### config.mk
export PLATFORM = sky130hd
export DESIGN_NAME = ascon_perm_ctrl
export DESIGN_NICKNAME = d
export VERILOG_FILES = /design/src/rtl/ascon_params_pkg.sv /design/src/rtl/ascon_round_cnt.sv /design/src/rtl/ascon_perm_ctrl.sv
export SDC_FILE = /design/constraint.sdc
export NUM_CORES = 1
export LEC_CHECK = 0
export CORE_UTILIZATION = 47
export CTS_CLUSTER_DIAMETER = 50
export CTS_CLUSTER_SIZE = 30
export DETAILED_ROUTE_END_ITERATION = 8
export PLACE_DENSITY_LB_ADDON = 0.12
export SYNTH_ARGS = -nofsm -noshare
export SYNTH_HDL_FRONTEND = slang
export SYNTH_SLANG_ARGS = --single-unit
### constraint.sdc
create_clock -name clk -period 2.1 [get_ports clk]
set_input_delay 0.315 -clock clk [delete_from_list [all_inputs] [get_ports clk]]
set_output_delay 0.315 -clock clk [all_outputs]
set_load 0.02 [all_outputs]
### src/rtl/ascon_params_pkg.sv
// Shared parameters, FSM state type and round-constant helper for the
// word-serial Ascon permutation datapath and its sequencer.
package ascon_params;

    localparam int WORD_SIZE  = 64;
    localparam int NUM_WORDS  = 5;
    localparam int MAX_ROUNDS = 12;

    typedef enum logic [1:0] {
        IDLE = 2'd0,
        SBOX = 2'd1,
        LIN  = 2'd2,
        DONE = 2'd3
    } perm_state_e;

    // Upper nibble counts down from 15 while the lower nibble counts up from 0.
    function automatic logic [7:0] round_const_f(input logic [3:0] k);
        round_const_f = {4'(4'd15 - k), k};
    endfunction

endpackage

### src/rtl/ascon_round_cnt.sv
// Round index k and word index w for the permutation sequencer, including
// the clamp of the requested round count and last-round/last-word flags.
module ascon_round_cnt #(
    parameter int NUM_WORDS  = ascon_params::NUM_WORDS,
    parameter int MAX_ROUNDS = ascon_params::MAX_ROUNDS
) (
    input  logic       clk,
    input  logic       reset_n,
    input  logic       load_i,
    input  logic [3:0] rounds_i,
    input  logic       clr_i,
    input  logic       clr_w_i,
    input  logic       adv_w_i,
    output logic [3:0] k_o,
    output logic [2:0] w_o,
    output logic       last_round_o,
    output logic       last_word_o
);

    localparam logic [3:0] MAX_R  = 4'(MAX_ROUNDS);
    localparam logic [3:0] LAST_K = 4'(MAX_ROUNDS - 1);
    localparam logic [2:0] LAST_W = 3'(NUM_WORDS - 1);

    logic [3:0] k_q, k_d;
    logic [2:0] w_q, w_d;
    logic [3:0] r_clamped;

    // Zero or out-of-range requests fall back to the full p^a round count.
    always_comb begin
        r_clamped = rounds_i;
        if (rounds_i == 4'd0 || rounds_i > MAX_R) begin
            r_clamped = MAX_R;
        end
    end

    assign last_round_o = (k_q == LAST_K);
    assign last_word_o  = (w_q == LAST_W);
    assign k_o          = k_q;
    assign w_o          = w_q;

    always_comb begin
        k_d = k_q;
        w_d = w_q;
        if (load_i) begin
            k_d = MAX_R - r_clamped;
            w_d = '0;
        end else if (clr_i) begin
            k_d = '0;
            w_d = '0;
        end else if (clr_w_i) begin
            w_d = '0;
        end else if (adv_w_i) begin
            if (last_word_o) begin
                w_d = '0;
                if (!last_round_o) begin
                    k_d = k_q + 4'd1;
                end
            end else begin
                w_d = w_q + 3'd1;
            end
        end
    end

    always_ff @(posedge clk or negedge reset_n) begin
        if (!reset_n) begin
            k_q <= '0;
            w_q <= '0;
        end else begin
            k_q <= k_d;
            w_q <= w_d;
        end
    end

endmodule

### src/rtl/ascon_perm_ctrl.sv
// Sequencer for the word-serial Ascon permutation: S-box step then one linear
// step per word, per round. Optional abort port enabled by ASCON_ABORT_EN.
//
// state | meaning
// IDLE  | waiting for start; all datapath controls low
// SBOX  | constant addition + S-box, all words load in parallel
// LIN   | linear layer on word w, one word per cycle
// DONE  | one-cycle completion pulse
module ascon_perm_ctrl #(
    parameter int NUM_WORDS  = ascon_params::NUM_WORDS,
    parameter int MAX_ROUNDS = ascon_params::MAX_ROUNDS
) (
    input  logic                 clk,
    input  logic                 reset_n,
    input  logic                 start,
    input  logic [3:0]           rounds,
`ifdef ASCON_ABORT_EN
    input  logic                 abort,
`endif
    output logic                 busy,
    output logic                 done,
    output logic                 sbox_en,
    output logic [2:0]           lin_sel,
    output logic [NUM_WORDS-1:0] load,
    output logic [7:0]           round_const
);

    import ascon_params::*;

    perm_state_e state_q, state_d;

    logic       abort_act;
    logic       accept;
    logic [3:0] k;
    logic [2:0] w;
    logic       last_round;
    logic       last_word;

`ifdef ASCON_ABORT_EN
    assign abort_act = abort;
`else
    assign abort_act = 1'b0;
`endif

    ascon_round_cnt #(
        .NUM_WORDS  (NUM_WORDS),
        .MAX_ROUNDS (MAX_ROUNDS)
    ) u_round_cnt (
        .clk          (clk),
        .reset_n      (reset_n),
        .load_i       (accept),
        .rounds_i     (rounds),
        .clr_i        (state_d == IDLE),
        .clr_w_i      (state_q == SBOX),
        .adv_w_i      (state_q == LIN),
        .k_o          (k),
        .w_o          (w),
        .last_round_o (last_round),
        .last_word_o  (last_word)
    );

    // Abort outranks every transition, and a start in the same cycle is dropped.
    always_comb begin
        state_d = state_q;
        accept  = 1'b0;
        if (abort_act && state_q != IDLE) begin
            state_d = IDLE;
        end else begin
            case (state_q)
                IDLE: begin
                    if (start && !abort_act) begin
                        accept  = 1'b1;
                        state_d = SBOX;
                    end
                end
                SBOX: state_d = LIN;
                LIN: begin
                    if (last_word) begin
                        state_d = last_round ? DONE : SBOX;
                    end
                end
                DONE:    state_d = IDLE;
                default: state_d = IDLE;
            endcase
        end
    end

    always_ff @(posedge clk or negedge reset_n) begin
        if (!reset_n) begin
            state_q <= IDLE;
        end else begin
            state_q <= state_d;
        end
    end

    // Outputs decode registered state only, so inputs never reach them combinationally.
    always_comb begin
        busy        = 1'b0;
        done        = 1'b0;
        sbox_en     = 1'b0;
        lin_sel     = '0;
        load        = '0;
        round_const = '0;
        case (state_q)
            SBOX: begin
                busy        = 1'b1;
                sbox_en     = 1'b1;
                load        = '1;
                round_const = round_const_f(k);
            end
            LIN: begin
                busy        = 1'b1;
                lin_sel     = w;
                load        = {{(NUM_WORDS-1){1'b0}}, 1'b1} << w;
                round_const = round_const_f(k);
            end
            DONE: done = 1'b1;
            default: ;
        endcase
    end

endmodule

## Word-level counts from Yosys, hierarchy flattened

Index checks and enable logic that the tools add are counted.

| storage, ports and cells | value |
|---|---|
| register bits | 9 |
| bits of input ports | 7 |

| cells by class | value |
|---|---|
| add/sub/neg operators | 4 |
| order comparisons | 1 |
| eq/ne operators | 7 |
| shift-type cells | 1 |
| mux-type cells | 24 |
| reduce and logical (&&, ||, !) cells | 9 |

Operators by type and width:

| kind | count |
|---|---|
| $mux 4 | 7 |
| $mux 3 | 6 |
| $pmux 5 s2 | 1 |
| $mux 8 | 1 |
| $pmux 2 s4 | 1 |
| $sub 4x4->4 const A | 2 |
| $mux 2 | 3 |
| $ne 3x2->1 const B | 2 |
| $reduce_bool 3->1 | 2 |
| $mux 1 | 5 |
| $shl 1x3->5 const A | 1 |
| $add 4x1->4 const B | 1 |
| $eq 2x2->1 const B | 2 |
| $eq 4x4->1 const B | 1 |
| $gt 4x4->1 const B | 1 |
| $logic_not 2->1 | 2 |
| $logic_not 4->1 | 1 |
| $reduce_and 4->1 | 1 |
| $reduce_bool 4->1 | 1 |
| $add 3x1->3 const B | 1 |
| $eq 3x3->1 const B | 1 |
| $eq 2x1->1 const B | 1 |
| $reduce_or 2->1 | 1 |
| $logic_or 1x1->1 | 1 |

## Logic depth before layout (Yosys ltp)

Gate-level depths: netlist of run 1.

| depth | value |
|---|---|
| depth in word-level cells | 7 |
| gate-level depth with buffers | 8 |
| mapped depth without buffers | 7 |

## Modules after synthesis

A second synthesis of run 1 with hierarchy kept.

| unflattened totals | value |
|---|---|
| cell total of the unflattened synthesis | 98 |
| area, all modules | 852.1 um^2 |

Modules (own cells, without submodules):

| module | times used | cells each | area each (um^2) | sequential area each (um^2) |
|---|---|---|---|---|
| ascon_round_cnt | 1 | 55 | 493.0 | 175.2 |
| ascon_perm_ctrl | 1 | 43 | 359.1 | 50.0 |

## Worst setup path after synthesis of run 1

No wires, ideal clock.

| path | value |
|---|---|
| path kind | reg-to-output |
| start point | register state_q[0] |
| end point | output load[4] |
| arrival | 1.821 ns |
| required time | 1.785 ns |
| setup slack | -0.036 ns |
| cell stages (with the launch flop) | 7 |
| buffers on the path | 0 |
| cells stage by stage | dfrtp_1 inv_1 ha_1 inv_1 nor2_1 nand2_1 a21boi_0 |

| between the ends | value |
|---|---|
| cells in the longest elaborated chain, start to end | 2 |

RTL lines:

| what | RTL line | RTL |
|---|---|---|
| start: declaration | ascon_perm_ctrl.sv:30 | `perm_state_e state_q, state_d;` |
| start signal: assignment | ascon_perm_ctrl.sv:92 | `state_q <= state_d;` |
| $eq 2x2->1 / $eq 2x1->1 (equally long branches) | ascon_perm_ctrl.sv:104 | `case (state_q)` |
| $pmux 5 s2 * | ascon_perm_ctrl.sv:104 |  |
| end: declaration | ascon_perm_ctrl.sv:24 | `output logic [NUM_WORDS-1:0] load,` |

Every way passes the cells marked *; elsewhere a longest branch is shown, timed or not.

## Final worst setup path of run 1

| path | value |
|---|---|
| start point | register state_q[1] |
| end point | output round_const[7] |

| between the ends | value |
|---|---|
| cells in the longest elaborated chain, start to end | 3 |

RTL lines:

| what | RTL line | RTL |
|---|---|---|
| $eq 2x2->1 / $eq 2x1->1 (equally long branches) | ascon_perm_ctrl.sv:104 |  |
| $reduce_or 2->1 (no source line) * | -- |  |
| $mux 8 * | -- |  |
| end: declaration | ascon_perm_ctrl.sv:25 | `output logic [7:0] round_const` |

Marked as above.

==> flow_metrics.tcl, run 1 <==
set metrics [dict create \
    drive_above_1_share 0.227 \
    synth.cell_area_um2 942 \
    cts-root-buf "clkbuf_4" \
    hold_violations 0 \
    grt_overflow 0 \
    synthTopCellsByArea "dfrtp_1 (24%), ha_1 (17%), a21oi_1 (4.8%)" \
    coreArea_um2 1800 \
    p_leak_nw 0.641 \
    synth_edf_count 0 \
    netlist_top_cells_count "ha_1 (13), nand2_1 (11)" \
    powerDensity_nw_per_um2 1270 \
    synth-seq-cells 9 \
    path_class "reg2out" \
    finalCriticalPeriod_ns 2.03 \
    clock_latency_ns 0.27 \
    drt-pass1-iter-count 4 \
    gp_congestion 0.805 \
    holdBufCountCts 0 \
    outcome "finished clean" \
    dpl.hpwl_um 1850 \
    fin_hold_ws_ns 0.368 \
    seq_area_frac_synth 0.239 \
    yosysMostFrequentCell "ha_1" \
    row_count 15 \
    grt_first_pass_wirelength_um 3820 \
    port_buffers 25 \
    finClkSkew_ns 0.00807 \
    reg2reg_from "u_round_cnt.w_o[1]" \
    cap_violations 0 \
    tightest_slew_ns 0.491 \
    clockBufferDepth 2 \
    synth_area_leader_cell "dfrtp_1" \
    slew_headroom 0.668 \
    pin_count 26 \
    start_util 0.523 \
    synth_flop_cell "dfrtp_1" \
    final_nets 171 \
    fmax_ghz 0.492 \
    netlist_instances 112 \
    startpoint_type "flip-flop" \
    grt_max_degree 14 \
    diodes 0 \
    cts.clk_slew.worst_paths_ns 0.07 \
    ant_nets 0 \
    dieArea_um2 2190 \
    vias 949 \
    arrival_ns 1.72 \
    cts_buffers 3 \
    synth_top_area_share 0.239 \
    drv_slew 0 \
    cts_tree "built" \
    place_inst 168 \
    layout_setup_ws_ns 0.0666 \
    setup_viol 0 \
    syn_area_per_cell_um2 8.41 \
    pre_cts_ws_ns 0.0215 \
    dr.first_iter.drc_count 11 \
    area_delta_synth_final_pct 39.4 \
    ir_worst_vdd_mv 0.845 \
    numClockSinks 9 \
    cp.required_ns 1.78 \
    layout.cells.non_filler 175 \
    period_share 0.968 \
    rsz0062_at_grt "true" \
    r2r_slack_ns 0.08 \
    hold_path.class "in2async" \
    die_w_um 46.8 \
    cp-end-kind "primary output" \
    antenna_found_initial 0 \
    drc 0 \
    cts_max_level 1 \
    yosys_warnings 0 \
    r2r_cells 7 \
    synth_cell_types 37 \
    total_power_mw 1.66 \
    grt_pass1_vias 869 \
    wirelength_um 2400 \
    async_reset_ff_frac 1.00 \
    track_usage 0.247 \
    synth_fp_nets 132 \
    die_h_um 46.8 \
    crit_fanout 13 \
    r2r_end "u_round_cnt.k_o[3]" \
    wire_per_inst_um 13.7 \
    via_per_inst 5.42 \
]
-- cell usage in the layout (no fill, tap or decap), types with 3 or more instances in the layout --
| cell | instances |
|---|---|
| ha_1 | 11 |
| clkdlybuf4s50_1 | 8 |
| nor3_1 | 9 |
| dfrtp_1 | 9 |
| nor2_1 | 9 |
| buf_4 | 12 |
| clkdlybuf4s15_1 | 3 |
| clkbuf_2 | 4 |
| clkbuf_4 | 3 |
| a21oi_1 | 9 |
| nor2b_1 | 7 |
| dlygate4sd2_1 | 9 |
| inv_1 | 6 |
| and2_1 | 3 |
| nand2_1 | 11 |
-- worst max-delay path by stage --
stage / start / to / slack, ns / depth (start not counted)
6_report: state_q[1] / round_const[7] / 0.07 / 5
5_1_grt: u_round_cnt.w_o[1] / u_round_cnt.k_o[3] / -0.05 / 7
4_1_cts: state_q[1] / round_const[7] / 0.01 / 5
3_5_place_dp: state_q[1] / load[0] / 0.02 / 5
3_3_place_gp: state_q[1] / load[0] / 0.05 / 5
2_1_floorplan: state_q[0] / load[4] / 0.11 / 6
-- state kept, by name, summed over array words and instances, names as in the netlist --
name / count
u_round_cnt.k_o: 4
u_round_cnt.w_o: 3
state_q: 2
-- layout make-up --
type	count	area, µm²
multi-input cells	92	673
fillers	158	488
repair buffers	38	332
flip-flops and latches	9	225
well taps	25	31.3
clock buffers	4	26.3
inverters	7	26.3
-- cell families (layout without fill, tap and decap cells) --
kind of cell | count (synthesis) | in the layout | share of synthesized area
xor gates and xnor gates | 1 | 1 | 0.00930
buffers and inverters | 11 | 49 | 0.0531
and+or+nand+nor | 52 | 52 | 0.313
AOI/OAI and AO/OA | 25 | 25 | 0.202
DFF | 9 | 9 | 0.239
muxes | 1 | 1 | 0.0106
adders and majority gates | 13 | 13 | 0.173
-- repair_timing --
action                                  CTS  global route
endpoints found under the setup margin   17             9
pin swaps                                 0             1
resized for setup                        22            10
setup buffers                             2             1
-- power breakdown --
part,internal [mW],switching [mW]
clock network,0.0734,0.0703
logic,0.563,0.687
registers,0.217,0.0523
total,0.853,0.809
-- critical path: stages (launching register included) --
cell,delay [ns]
dfrtp_1,0.39
inv_2,0.07
ha_1,0.33
buf_12,0.16
and2b_2,0.18
dlygate4sd2_1,0.31
-- metal layers --
layer,up-vias,GRT usage,part of all wire
met1,451,0.325,0.47
met5,-,0,0
met2,25,0.414,0.49
met3,4,0.0385,0.035
li1,469,-,-
met4,0,0.0800,0.0033
-- stage by stage --
step,util,setup TNS (ns),area [µm²]
6_report,0.729,0,1310
5_1_grt,0.729,-0.0557,1310
4_1_cts,0.731,0,1320
3_5_place_dp,0.715,0,1290
3_3_place_gp,0.715,0,1290
2_1_floorplan,-,0,942
Power figures use the tool's default switching activity.
==> inputs of run 2 (changes only) <==
CORE_UTILIZATION = 51   (was 47)
clock period = 2.5 ns   (was 2.1 ns; I/O delays follow)
==> run 2 against run 1 <==
Routed wire length shrank 10%. Critical endpoint is now load[3]. Register-to-register slack better by 0.17 ns. Setup slack improved by 0.088 ns. Highest routed layer unchanged. Flip-flop and latch count stayed put. Clock-buffer cell count unchanged.
==> flow_metrics.tcl, run 2 (same netlist as run 1, synthesis figures left out) <==
set metrics [dict create \
    outcome "finished clean" \
    cts_buffers 3 \
    cts_resized 5 \
    grt_pass1_vias 788 \
    ant_nets 0 \
    grt_max_degree 15 \
    grt_overflow 0 \
    design_area_um2 1260 \
    hold_violations 0 \
    clockBufferDepth 2 \
    netSwitchingPower_uw 641 \
    row_count 15 \
    drive_above_1_share 0.129 \
    dieArea_um2 2020 \
    grt_first_pass_wirelength_um 3410 \
    numClockSinks 9 \
    power_frac_comb 0.727 \
    switching_share 0.480 \
    port_buffers 25 \
    powerDensity_nw_per_um2 1060 \
    cp.required_ns 2.12 \
    clockPowerShare 0.090 \
    cts_max_level 1 \
    tightest_slew_ns 0.555 \
    track_usage 0.238 \
    drc 0 \
    hold_path.class "in2async" \
    power_frac_seq 0.183 \
    fill_cells 141 \
    rsz0062_at_grt "false" \
    drv_slew 0 \
    largest_reg_flops 4 \
    period_share 0.938 \
    path_class "reg2out" \
    final_common_cell "clkdlybuf4s50_1" \
    wirelength_um 2150 \
    placed_area_um2 1210 \
    start_util 0.546 \
    antenna_found_initial 0 \
    via_per_inst 5.46 \
    arrival_ns 1.97 \
    fmax_ghz 0.426 \
    die_h_um 45.0 \
    gp_congestion 0.811 \
    slew_headroom 0.628 \
    finClkSkew_ns 0.000705 \
    drt-pass1-iter-count 4 \
    wl_met2_um 989 \
    holdBufCountCts 0 \
    dr.first_iter.drc_count 15 \
    cts-root-buf "clkbuf_4" \
    area_delta_synth_final_pct 33.6 \
    vias 896 \
    cts.clk_slew.worst_paths_ns 0.06 \
    wl_met3_um 117 \
    finalCriticalPeriod_ns 2.35 \
    ir_worst_vdd_mv 0.565 \
    post_cts_buffers 0 \
    crit_fanout 9 \
    p_leak_nw 0.547 \
    dpl.hpwl_um 1650 \
    clock_latency_ns 0.27 \
    die_w_um 45.0 \
    final_cell_mix "clkdlybuf4s50_1 (20), nand2_1 (11), ha_1 (10)" \
    diodes 0 \
    cap_violations 0 \
    setup_viol 0 \
    startpoint_type "flip-flop" \
    p_int_uw 693 \
    wl_met1_um 1010 \
    final_nets 160 \
    cp-end-kind "primary output" \
    coreArea_um2 1730 \
    wire_per_inst_um 13.1 \
    cts_tree "built" \
    pin_count 26 \
    highest_layer "met4" \
    tns_ns 0 \
]
==> run 2: cell count changes in the layout (fill, tap and decap cells not counted), moves of 4 or more <==
cell,delta
clkdlybuf4s50_1,+12
clkbuf_2,-4
dlygate4sd2_1,-7
buf_4,-10
==> run 2: worst paths after layout <==
path	startpoint	end	slack [ns]	cells after the start
setup reg to reg	state_q[1]	u_round_cnt.k_o[3]	0.25	7
min in group clk	u_round_cnt.k_o[1]	u_round_cnt.k_o[1]	0.64	1
setup / recovery	state_q[1]	load[3]	0.15	5
hold / removal	reset_n	state_q[0]	0.42	1
max in group asynchronous	reset_n	u_round_cnt.k_o[1]	1.78	1
hold reg to reg	u_round_cnt.k_o[1]	u_round_cnt.k_o[1]	0.64	1
==> run 2: metal layers <==
metal / vias up / global-route usage
li1: 445 / -
met1: 422 / 0.301
met2: 24 / 0.383
met3: 5 / 0.0680
met4: 0 / 0.0909
met5: - / 0
==> run 2: worst max-delay path, stage by stage, from the launching register on <==
cell	delay [ns]
dfrtp_1	0.43
inv_1	0.17
ha_2	0.31
a21oi_1	0.06
nor2b_1	0.11
clkdlybuf4s50_1	0.61
==> run 2: per-stage QoR <==
| step | utilization | instances | hold slack, ns | total power [mW] | setup slack [ns] |
|---|---|---|---|---|---|
| floorplan | - | 112 | 0.0794 | 0.860 | 0.304 |
| global placement | 0.704 | 160 | 0.603 | 1.18 | 0.247 |
| detailed placement | 0.704 | 160 | 0.607 | 1.20 | 0.193 |
| CTS | 0.717 | 164 | 0.426 | 1.31 | 0.0488 |
| global route | 0.729 | 164 | 0.447 | 1.44 | 0.0143 |
| finish | 0.729 | 164 | 0.415 | 1.33 | 0.155 |
==> run 2: layout make-up <==
cell class | count | area, µm² | area share
clock buffer | 4 | 26.3 | 0.0209
inverter | 7 | 26.3 | 0.0209
multi-input combinational | 92 | 684 | 0.544
sequential | 9 | 225 | 0.179
tap | 25 | 31.3 | 0.0249
timing repair buffer | 27 | 265 | 0.211
==> run 2: power groups by stage <==
stage	logic [mW]	registers, mW	clock network (mW)
detailed placement	0.955	0.245	0
global route	1.06	0.253	0.131
CTS	0.948	0.242	0.123
finish	0.970	0.244	0.120
global placement	0.937	0.242	0
floorplan	0.632	0.228	0
